==> config.mk <==
export PLATFORM = sky130hd
export DESIGN_NAME = kfpga_config_loader
export DESIGN_NICKNAME = d
export VERILOG_FILES = /design/src/rtl/kfpga_pkg.sv /design/src/rtl/kfpga_word_serializer.sv /design/src/rtl/kfpga_config_loader.sv
export SDC_FILE = /design/constraint.sdc
export NUM_CORES = 1
export LEC_CHECK = 0
export BUFFER_PORTS_ARGS = -buffer_cell sky130_fd_sc_hd__buf_2
export CAP_MARGIN = 20
export CELL_PAD_IN_SITES_DETAIL_PLACEMENT = 1
export CELL_PAD_IN_SITES_GLOBAL_PLACEMENT = 2
export CORE_ASPECT_RATIO = 1.25
export CORE_MARGIN = 3
export CORE_UTILIZATION = 30
export DETAILED_ROUTE_END_ITERATION = 7
export HOLD_SLACK_MARGIN = 0.12
export PLACE_DENSITY_LB_ADDON = 0.1
export SYNTH_ARGS = -nofsm -noshare
export SYNTH_HDL_FRONTEND = slang
export SYNTH_HIERARCHICAL = 1
export SYNTH_SLANG_ARGS = --single-unit
==> constraint.sdc <==
create_clock -name i_clock -period 4.5 [get_ports i_clock]
set_clock_uncertainty 0.15 [all_clocks]
set_input_delay 0.9 -clock i_clock [delete_from_list [all_inputs] [get_ports i_clock]]
set_output_delay 0.9 -clock i_clock [all_outputs]
set_load 0.005 [all_outputs]
==> src/rtl/kfpga_pkg.sv <==
// kfpga_pkg: types and constants shared by the kFPGA configuration loader.
//   loader_state_t     : loader FSM states
//   KFPGA_CHAIN_LENGTH : config chain length of the generated core (IO + logic tiles)
package kfpga_pkg;

   typedef enum logic [1:0] {
      IDLE  = 2'd0,
      CLEAR = 2'd1,
      LOAD  = 2'd2,
      DONE  = 2'd3
   } loader_state_t;

   // Chain length of the default generated core size.
   localparam int unsigned KFPGA_CHAIN_LENGTH = 1008;

endpackage

==> src/rtl/kfpga_word_serializer.sv <==
// kfpga_word_serializer: turns valid/ready bitstream words into a 1 bit/cycle stream, LSB first.
// Ports:
//   i_clock, i_nreset  : clock, synchronous active-low reset
//   i_run              : loader is in LOAD this cycle (shifting/accepting allowed)
//   i_run_next         : loader stays/enters LOAD next cycle; low flushes the word register
//   i_kill             : suppress any shift this cycle (abort)
//   i_final_next       : the shift of the next cycle, if any, is the last chain bit
//   i_data, i_valid    : bitstream word and its valid
//   o_ready            : registered word ready
//   o_bit, o_shift_en  : registered serial bit and shift enable for the chain
//   o_shift_c          : combinational, a bit leaves the word register this cycle
module kfpga_word_serializer #(
   parameter int unsigned WORD_WIDTH = 32
) (
   input  logic                  i_clock,
   input  logic                  i_nreset,
   input  logic                  i_run,
   input  logic                  i_run_next,
   input  logic                  i_kill,
   input  logic                  i_final_next,
   input  logic [WORD_WIDTH-1:0] i_data,
   input  logic                  i_valid,
   output logic                  o_ready,
   output logic                  o_bit,
   output logic                  o_shift_en,
   output logic                  o_shift_c
);

   localparam int unsigned CW = $clog2(WORD_WIDTH + 1);

   logic [WORD_WIDTH-1:0] r_shreg;
   logic [CW-1:0]         r_rem;
   logic                  r_ready;
   logic                  r_bit;
   logic                  r_shift_en;

   logic                  w_shift;
   logic                  w_accept;
   logic [WORD_WIDTH-1:0] w_shreg_next;
   logic [CW-1:0]         w_rem_next;
   logic                  w_ready_next;

   assign w_shift  = i_run & ~i_kill & (r_rem != '0);
   assign w_accept = i_valid & r_ready;

   // Word register next state; a new word replaces the one whose last bit leaves this cycle.
   always_comb begin
      w_shreg_next = r_shreg;
      w_rem_next   = r_rem;
      if (!i_run_next) begin
         w_shreg_next = '0;
         w_rem_next   = '0;
      end else if (w_accept) begin
         w_shreg_next = i_data;
         w_rem_next   = CW'(WORD_WIDTH);
      end else if (w_shift) begin
         w_shreg_next = r_shreg >> 1;
         w_rem_next   = r_rem - CW'(1);
      end
   end

   // Ready one cycle early when only one bit is left, unless that bit completes the chain.
   assign w_ready_next = i_run_next &
                         ((w_rem_next == '0) | ((w_rem_next == CW'(1)) & ~i_final_next));

   always_ff @(posedge i_clock) begin
      if (!i_nreset) begin
         r_shreg    <= '0;
         r_rem      <= '0;
         r_ready    <= 1'b0;
         r_bit      <= 1'b0;
         r_shift_en <= 1'b0;
      end else begin
         r_shreg    <= w_shreg_next;
         r_rem      <= w_rem_next;
         r_ready    <= w_ready_next;
         r_bit      <= w_shift & r_shreg[0];
         r_shift_en <= w_shift;
      end
   end

   assign o_ready    = r_ready;
   assign o_bit      = r_bit;
   assign o_shift_en = r_shift_en;
   assign o_shift_c  = w_shift;

endmodule

==> src/rtl/kfpga_config_loader.sv <==
// kfpga_config_loader: loads a bitstream into the kFPGA core config chain, then releases the core.
// Ports:
//   i_clock, i_nreset        : clock (also the core config_clock), synchronous active-low reset
//   i_start, i_abort         : begin a load (IDLE/DONE only), return to IDLE (wins over start)
//   i_bs_data/valid, o_bs_ready : bitstream word stream, bit 0 shifted first
//   o_core_config_in/enable/nreset, i_core_config_out : config chain interface
//   o_core_nreset, o_core_enable : user-logic reset/enable to the core
//   o_busy, o_done, o_error  : CLEAR/LOAD, DONE, sticky chain length mismatch
module kfpga_config_loader
   import kfpga_pkg::*;
#(
   parameter int unsigned WORD_WIDTH   = 32,
   parameter int unsigned CHAIN_LENGTH = KFPGA_CHAIN_LENGTH,
   parameter int unsigned CLEAR_CYCLES = 4
) (
   input  logic                  i_clock,
   input  logic                  i_nreset,
   input  logic                  i_start,
   input  logic                  i_abort,
   input  logic [WORD_WIDTH-1:0] i_bs_data,
   input  logic                  i_bs_valid,
   output logic                  o_bs_ready,
   output logic                  o_core_config_in,
   input  logic                  i_core_config_out,
   output logic                  o_core_config_enable,
   output logic                  o_core_config_nreset,
   output logic                  o_core_nreset,
   output logic                  o_core_enable,
   output logic                  o_busy,
   output logic                  o_done,
   output logic                  o_error
);

   localparam int unsigned BCW = $clog2(CHAIN_LENGTH + 1);
   localparam int unsigned CCW = $clog2(CLEAR_CYCLES + 1);

   loader_state_t  r_state;
   logic [BCW-1:0] r_bit_count;
   logic [CCW-1:0] r_clr_cnt;
   logic           r_core_config_nreset;
   logic           r_core_nreset;
   logic           r_core_enable;
   logic           r_busy;
   logic           r_done;
   logic           r_error;

   loader_state_t  w_state_next;
   logic           w_shift;
   logic           w_shift_en;
   logic           w_start_ok;
   logic           w_clear_end;
   logic           w_final;
   logic           w_final_next;
   logic           w_run;
   logic           w_run_next;
   logic           w_error_next;

   assign w_start_ok   = i_start & ~i_abort & ((r_state == IDLE) | (r_state == DONE));
   assign w_clear_end  = (r_state == CLEAR) & (r_clr_cnt == CCW'(CLEAR_CYCLES - 1));
   assign w_run        = (r_state == LOAD);
   assign w_final      = w_run & w_shift & (r_bit_count == BCW'(CHAIN_LENGTH - 1));
   assign w_run_next   = (w_state_next == LOAD);
   assign w_final_next = ((r_bit_count + BCW'(w_shift)) == BCW'(CHAIN_LENGTH - 1));

   // The chain was cleared, so any 1 at its end during a shift means it is shorter than expected.
   assign w_error_next = w_start_ok ? 1'b0 : (r_error | (w_shift_en & i_core_config_out));

   // Next-state logic.
   always_comb begin
      w_state_next = r_state;
      if (i_abort) begin
         w_state_next = IDLE;
      end else begin
         case (r_state)
            IDLE, DONE: if (w_start_ok)  w_state_next = CLEAR;
            CLEAR:      if (w_clear_end) w_state_next = LOAD;
            LOAD:       if (w_final)     w_state_next = DONE;
            default:                     w_state_next = IDLE;
         endcase
      end
   end

   // State, counters and registered outputs (outputs follow the state being entered).
   always_ff @(posedge i_clock) begin
      if (!i_nreset) begin
         r_state              <= IDLE;
         r_bit_count          <= '0;
         r_clr_cnt            <= '0;
         r_core_config_nreset <= 1'b1;
         r_core_nreset        <= 1'b0;
         r_core_enable        <= 1'b0;
         r_busy               <= 1'b0;
         r_done               <= 1'b0;
         r_error              <= 1'b0;
      end else begin
         r_state <= w_state_next;
         if (w_start_ok) begin
            r_bit_count <= '0;
            r_clr_cnt   <= '0;
         end else begin
            if (r_state == CLEAR) r_clr_cnt <= r_clr_cnt + CCW'(1);
            if (w_run && w_shift) r_bit_count <= r_bit_count + BCW'(1);
         end
         r_error              <= w_error_next;
         r_core_config_nreset <= (w_state_next != CLEAR);
         r_busy               <= (w_state_next == CLEAR) | (w_state_next == LOAD);
         r_done               <= (w_state_next == DONE);
         r_core_nreset        <= (w_state_next == DONE) & ~w_error_next;
         r_core_enable        <= (w_state_next == DONE) & ~w_error_next;
      end
   end

   kfpga_word_serializer #(
      .WORD_WIDTH (WORD_WIDTH)
   ) u_ser (
      .i_clock      (i_clock),
      .i_nreset     (i_nreset),
      .i_run        (w_run),
      .i_run_next   (w_run_next),
      .i_kill       (i_abort),
      .i_final_next (w_final_next),
      .i_data       (i_bs_data),
      .i_valid      (i_bs_valid),
      .o_ready      (o_bs_ready),
      .o_bit        (o_core_config_in),
      .o_shift_en   (w_shift_en),
      .o_shift_c    (w_shift)
   );

   assign o_core_config_enable = w_shift_en;
   assign o_core_config_nreset = r_core_config_nreset;
   assign o_core_nreset        = r_core_nreset;
   assign o_core_enable        = r_core_enable;
   assign o_busy               = r_busy;
   assign o_done               = r_done;
   assign o_error              = r_error;

endmodule
== Word-level counts from Yosys, hierarchy flattened ==
Index checks and enable logic that the tools add are counted.
Word-level totals
  flip-flop bits (word level): 61
  input bits: 38
  logic and storage cells: 68
  output and inout bits: 9
Cells by class
  reduce and logical (&&, ||, !) cells: 8
  add/subtract/negate cells: 4
  equal/unequal tests: 11
  multiplexer cells: 11
  bitwise gates (word level): 21
Operators by type and width (count)
  32-bit 2-to-1 mux: 2
  10-bit equality test (second input constant): 2
  6-bit 2-to-1 mux: 3
  1-bit bitwise AND: 13
  10-bit by 1-bit adder with 10-bit output: 1
  10-bit by 1-bit adder with 10-bit output (second input constant): 1
  2-bit equality test (second input constant): 4
  2-bit 2-to-1 mux: 4
  6-bit by 1-bit equality test with 1-bit output (second input constant): 1
  6-bit logical NOT: 1
  2-bit one-hot mux with 3 select lines: 1
  6-bit nonzero test: 1
  6-bit by 1-bit subtractor with 6-bit output (second input constant): 1
  2-bit by 1-bit equality test with 1-bit output (second input constant): 2
  1-bit NOT: 4
  1-bit OR: 4
  2-bit OR reduction: 2
  3-bit by 1-bit adder with 3-bit output (second input constant): 1
  3-bit by 2-bit equality test with 1-bit output (second input constant): 1
  2-bit logical NOT: 1
  2-bit by 1-bit inequality test with 1-bit output (second input constant): 1
  2-bit AND reduction: 1
  2-bit nonzero test: 1
  1-bit logical AND: 1
  1-bit 2-to-1 mux: 1

== Depth between registers and ports, before layout ==
  depth after elaboration: 14
  gate-level depth with buffers: 15
  gate-level depth less buffers: 13

== Hierarchy ==
Netlist, hierarchy kept.
By module, submodules not included
  kfpga_word_serializer: instances 1, seq. area each 820.8 µm², cells an instance 228, area an instance 1805.5 µm²
  kfpga_config_loader: instances 1, seq. area each 400.4 µm², cells an instance 121, area an instance 1019.7 µm²

== Least setup slack after synthesis ==
No wires, ideal clock.
  path type: register to register
  start: register u_ser.r_rem[0]
  end: register u_ser.r_ready, in the netlist u_ser/o_ready
  setup time: 0.103 ns
  path slack: 1.302 ns
  required time: 4.247 ns
  buffers on the path: 2
  data arrival time: 2.945 ns
  stages on the path, launching flop included: 15
  period minus slack after synthesis: 3.198 ns
  cells stage by stage: dfxtp_1 > inv_1 > ha_1 > or4b_4 > o21ai_4 > inv_2 > buf_6 > buf_6 > nand3_2 > nor4_1 > o311ai_2 > ha_1 > nand2_1 > a2111o_1 > a2111oi_2
On the way
  word-level cells in the longest chain between the ends: 13
  elaborated cells on any way between the ends: 20
  classes of those cells: add/sub: 2; eq/ne: 3; mux: 6; bitwise: 7; reduce/logical: 2
Ends and longest elaborated chain
  from (decl): line kfpga_word_serializer.sv:32  | logic [CW-1:0] r_rem;
  from (signal assigned): line kfpga_word_serializer.sv:75  | r_rem <= w_rem_next;
  6-bit nonzero test (*): line kfpga_word_serializer.sv:43  | assign w_shift = i_run & ~i_kill & (r_rem != '0);
  1-bit bitwise AND (*): line kfpga_word_serializer.sv:43
  net w_shift: line kfpga_config_loader.sv:48  | logic w_shift;
  1-bit bitwise AND (*) (2 in series): line kfpga_config_loader.sv:61  | assign w_final = w_run & w_shift & (r_bit_count == BCW'(CHAIN_LENGTH - 1));
  2-bit 2-to-1 mux (*): line kfpga_config_loader.sv:77  | LOAD: if (w_final) w_state_next = DONE;
  2-bit one-hot mux with 3 select lines (*): line kfpga_config_loader.sv:74  | case (r_state)
  2-bit 2-to-1 mux (*): line kfpga_config_loader.sv:71  | if (i_abort) begin
  2-bit equality test (*): line kfpga_config_loader.sv:62  | assign w_run_next = (w_state_next == LOAD);
  net w_run_next: line kfpga_config_loader.sv:55  | logic w_run_next;
  6-bit 2-to-1 mux: line kfpga_word_serializer.sv:50  | if (!i_run_next) begin
  6-bit by 1-bit equality test with 1-bit output: line kfpga_word_serializer.sv:64  | ((w_rem_next == '0) | ((w_rem_next == CW'(1)) & ~i_final_next));
  1-bit bitwise AND: line kfpga_word_serializer.sv:64
  1-bit OR: line kfpga_word_serializer.sv:64
  1-bit bitwise AND (*): line kfpga_word_serializer.sv:63  | assign w_ready_next = i_run_next &
  to (signal assigned): line kfpga_word_serializer.sv:76  | r_ready <= w_ready_next;
  to (decl): line kfpga_word_serializer.sv:33  | logic r_ready;
The timed path passes the listed nets; every way through them passes the cells marked *.
A chain may end at the register's enable or synchronous reset.

== Worst setup path in the final report ==
  start: register r_state[0]
  end: register u_ser.r_shreg[8]
On the way
  word-level cells in the longest chain between the ends: 10
  elaborated cells on any way between the ends: 20
  classes of those cells: eq/ne: 4; mux: 5; bitwise: 7; reduce/logical: 4
Ends and longest elaborated chain
  from (decl): line kfpga_config_loader.sv:37  | loader_state_t r_state;
  from (signal assigned): line kfpga_config_loader.sv:96  | r_state <= w_state_next;
  2-bit equality test: line kfpga_config_loader.sv:60  | assign w_run = (r_state == LOAD);
  net w_run: line kfpga_config_loader.sv:54  | logic w_run;
  1-bit bitwise AND (2 in series): line kfpga_word_serializer.sv:43
  net w_shift: line kfpga_config_loader.sv:48
  1-bit bitwise AND (2 in series): line kfpga_config_loader.sv:61
  2-bit 2-to-1 mux: line kfpga_config_loader.sv:77
  2-bit one-hot mux with 3 select lines: line kfpga_config_loader.sv:74
  2-bit 2-to-1 mux: line kfpga_config_loader.sv:71
  2-bit equality test: line kfpga_config_loader.sv:62
  net w_run_next: line kfpga_config_loader.sv:55
  2-bit AND reduction (no source line)
  to (signal assigned): line kfpga_word_serializer.sv:74  | r_shreg <= w_shreg_next;
  to (decl): line kfpga_word_serializer.sv:31  | logic [WORD_WIDTH-1:0] r_shreg;
The timed path passes the listed nets, and every way through them passes these cells.

==> out/qor.json <==
{
  "die-area": {"value": 10600, "unit": "sq um"},
  "synth_warnings": {"value": 6},
  "cts_sinks": {"value": 61},
  "post_cts_resized": {"value": 0},
  "cts.htree.levels": {"value": 3},
  "synth_edf_count": {"value": 0},
  "ant_nets": {"value": 0},
  "p_per_area": {"value": 301, "unit": "nW/um^2"},
  "remaining_drc_errors": {"value": 0},
  "unrepaired_setup_endpoints_after_global_routing": {"value": "no"},
  "crit-reg2reg-capture": {"value": "u_ser/r_shreg[8]"},
  "grtUsageMet2": {"value": 25.1, "unit": "%"},
  "detail_route.wirelength": {"value": 7630, "unit": "microns"},
  "fin_crit_sh": {"value": 77.6, "unit": "%"},
  "post_drt_via_cell_ratio": {"value": 5.02},
  "maxSlewViolCount": {"value": 0},
  "synth_area_per_cell": {"value": 8.10, "unit": "sq um"},
  "synth_most_common_cell": {"value": "nand2_1"},
  "clk_pin_slew_worst_paths": {"value": 80, "unit": "ps"},
  "dr.first_iter.drc_count": {"value": 119},
  "gr-usage-met3": {"value": 2.83, "unit": "%"},
  "clk_path_buf_depth": {"value": 2},
  "wl_per_cell": {"value": 14.8, "unit": "microns"},
  "holdCritPathClass": {"value": "reg2reg"},
  "worst_margin_pin_slew": {"value": 485, "unit": "ps"},
  "via_count_of_the_first_global_routing_pass": {"value": 2637},
  "io-pin-count": {"value": 47},
  "gr-usage-met1": {"value": 18.9, "unit": "%"},
  "initial_util": {"value": 31.6, "unit": "%"},
  "finish.net_count": {"value": 439},
  "cpPeakStageDelay": {"value": 400, "unit": "ps"},
  "netlist.area_leader.share": {"value": 43.2, "unit": "%"},
  "synthTopCellsByArea": {"value": "dfxtp_1 (43%), nand2_1 (9.8%), a31oi_1 (7.1%)"},
  "timing_worst_setup_path_type": {"value": "reg2reg"},
  "critical_path.startpoint": {"value": "r_state[0]"},
  "critical-path-top-delay-family": {"value": "simple AND/OR/NAND/NOR gates"},
  "clkLatencyLatePin": {"value": 340, "unit": "ps"},
  "max_slew_margin": {"value": 67.7, "unit": "%"},
  "timing.critical_path.buf_inv": {"value": 3},
  "timing.critical_path.to_type": {"value": "register"},
  "crit_path_max_fanout": {"value": 26},
  "area_delta_synth_final": {"value": 18.1, "unit": "%"},
  "top_usage_layer": {"value": "met2"},
  "layout-drive-gt1-share": {"value": 19.7, "unit": "%"},
  "max_cap_violations": {"value": 0},
  "total_leakage_power": {"value": 0.00110, "unit": "uW"},
  "final.fill_count": {"value": 1129},
  "max_clock_freq": {"value": 286, "unit": "MHz"},
  "grt_overflow": {"value": 0},
  "power.total": {"value": 1000, "unit": "uW"},
  "synthDistinctLibCells": {"value": 45},
  "firstDrtPassIters": {"value": 4},
  "report.final.setup_viol": {"value": 0},
  "power.ir.vdd_worst": {"value": 0.125, "unit": "mV"},
  "dp_hpwl": {"value": 5090, "unit": "microns"},
  "cp-start-kind": {"value": "register"},
  "tritoncts": {"value": "built"},
  "worst-endpoint-required": {"value": 4550, "unit": "ps"},
  "status": {"value": "completed"},
  "fraction_of_registers_with_async_set_or_reset_after_synthesis": {"value": 0, "unit": "%"},
  "critical_path.most_common_cell": {"value": "ha_1"},
  "mappedNetlistArea": {"value": 2830, "unit": "sq um"},
  "coreArea": {"value": 8940, "unit": "sq um"},
  "port_buffers": {"value": 46},
  "floorplan.rows": {"value": 38},
  "post_cts.repair.setup_buffers": {"value": 0},
  "pin_count_of_the_biggest_net_entering_global_routing": {"value": 68},
  "grt_pass1_wl": {"value": 12900, "unit": "microns"},
  "dr_total_vias": {"value": 2585},
  "setup_tns": {"value": 0, "unit": "ps"},
  "synth_fp_nets": {"value": 398},
  "synth_seq_area_share": {"value": 43.2, "unit": "%"},
  "timing_hold_violations_final": {"value": 0},
  "crit_path_top_delay_cell": {"value": "nor4_1"},
  "rrSetupSlack": {"value": 1010, "unit": "ps"},
  "synth_area_leader_cell": {"value": "dfxtp_1"},
  "die-height": {"value": 114, "unit": "microns"},
  "holdBufCountCts": {"value": 0},
  "yosys_register_bits": {"value": 61},
  "dieWidth": {"value": 92.8, "unit": "microns"},
  "path_cells": {"value": "inv_1 -> ha_1 -> nor2b_1 -> o21ai_4 -> inv_2 -> nand3_2 -> nor4_1 -> o311ai_2 -> ha_1 -> and2_1 -> buf_16 -> o21ai_0 -> a31oi_1"},
  "gr-usage-all-layers": {"value": 15.2, "unit": "%"},
  "post_synth_inst_count": {"value": 349},
  "antenna-diode-count": {"value": 0},
  "critical_path.reg2reg.startpoint": {"value": "r_state[0]"},
  "root_buffer": {"value": "clkbuf_8"},
  "synthFlopType": {"value": "dfxtp_1"},
  "critical_path.endpoint": {"value": "u_ser/r_shreg[8]"},
  "number_of_buffers_created_by_cts": {"value": 9},
  "worst_r2r_path_depth": {"value": 13},
  "gp_congestion": {"value": 0.834},
  "timing.critical_path.arrival": {"value": 3540, "unit": "ps"},
  "instance_count_on_the_critical_path": {"value": 13},
  "min_period": {"value": 3490, "unit": "ps"},
  "grt_antenna_before_repair": {"value": 0},
  "synth_common_cells": {"value": "nand2_1 (74), dfxtp_1 (61), o21ai_0 (38), a31oi_1 (32), nor2_1 (25)"}
}
[area by class of cell]
type	instances	area [sq um]	area share [%]
clock buffer	9	124	3.71
clock inverter	7	42.5	1.27
inverter	15	56.3	1.69
multi-input combinational	252	1440	43.2
sequential	61	1220	36.6
tap	120	150	4.50
timing repair buffer	51	300	9.00
[cells by family (layout without fill, tap and decap cells)]
family | count (synthesis) | count (layout) | share of synthesized area [%]
and+or+nand+nor | 136 | 136 | 22.0
AOI/OAI and AO/OA | 93 | 93 | 20.4
DFF | 61 | 61 | 43.2
buffers and inverters | 36 | 82 | 5.80
adders and majority gates | 11 | 11 | 4.87
xor gates and xnor gates | 11 | 11 | 3.41
muxes | 1 | 1 | 0.354
[metal layers]
| metal | vias to the layer above | part of all wire [%] |
|---|---|---|
| met5 | - | 0 |
| met3 | 12 | 2.8 |
| li1 | 1294 | - |
| met1 | 1237 | 46 |
| met2 | 42 | 50 |
| met4 | 0 | 1.6 |
[worst min-delay path: stages, from the launching register on]
cell and delay, ps:
dfxtp_1 310, nand2_1 50, a31oi_1 70
[where the power goes]
| part | switching, uW | internal [uW] |
|---|---|---|
| Clock | 228 | 195 |
| Sequential | 1.62 | 542 |
| Combinational | 17.6 | 18.4 |
[stage by stage]
stage	instances	utilization [%]	area (sq um)	hold slack, ps	worst slack, ps
after floorplan	349	-	2830	294	1300
after global placement	496	34.9	3120	316	551
after detailed placement	496	34.9	3120	320	458
after CTS	512	36.7	3280	321	471
after global routing	515	37.3	3340	337	730
final	515	37.3	3340	312	1010
[state kept, by name, indices dropped and copies added, names as in the netlist]
register / cells
o_busy: 1
o_core_config_nreset: 1
o_core_enable: 1
o_done: 1
o_error: 1
r_bit_count: 10
r_clr_cnt: 3
r_state: 2
u_ser/o_bit: 1
u_ser/o_ready: 1
u_ser/o_shift_en: 1
u_ser/r_rem: 6
u_ser/r_shreg: 32
[worst min-delay path by stage]
stage	startpoint	to	depth (start not counted)
CTS	u_ser/r_shreg[21]	u_ser/r_shreg[20]	2
global route	u_ser/r_shreg[31]	u_ser/r_shreg[30]	2
global placement	u_ser/r_shreg[21]	u_ser/r_shreg[21]	2
detailed placement	u_ser/r_shreg[30]	u_ser/r_shreg[30]	2
floorplan	u_ser/r_shreg[0]	u_ser/r_shreg[0]	2
finish	u_ser/r_shreg[21]	u_ser/r_shreg[20]	2
[cell usage in the layout (no fill, tap or decap), types with 3 or more instances in the layout]
master,netlist,routed
nand2_1,74,73
dfxtp_1,61,61
buf_2,7,46
o21ai_0,38,37
a31oi_1,32,32
nor2_1,25,25
inv_1,14,14
ha_1,11,11
a21oi_1,10,10
xnor2_1,9,9
clkbuf_8,0,9
nand3_1,6,6
nand4_1,4,4
clkinv_2,0,4
nor4_1,3,3
nor3_1,3,3
or3_1,3,3
clkinvlp_4,0,3
buf_4,1,3
nor2b_1,3,3
(Power assumes the default switching activity.)
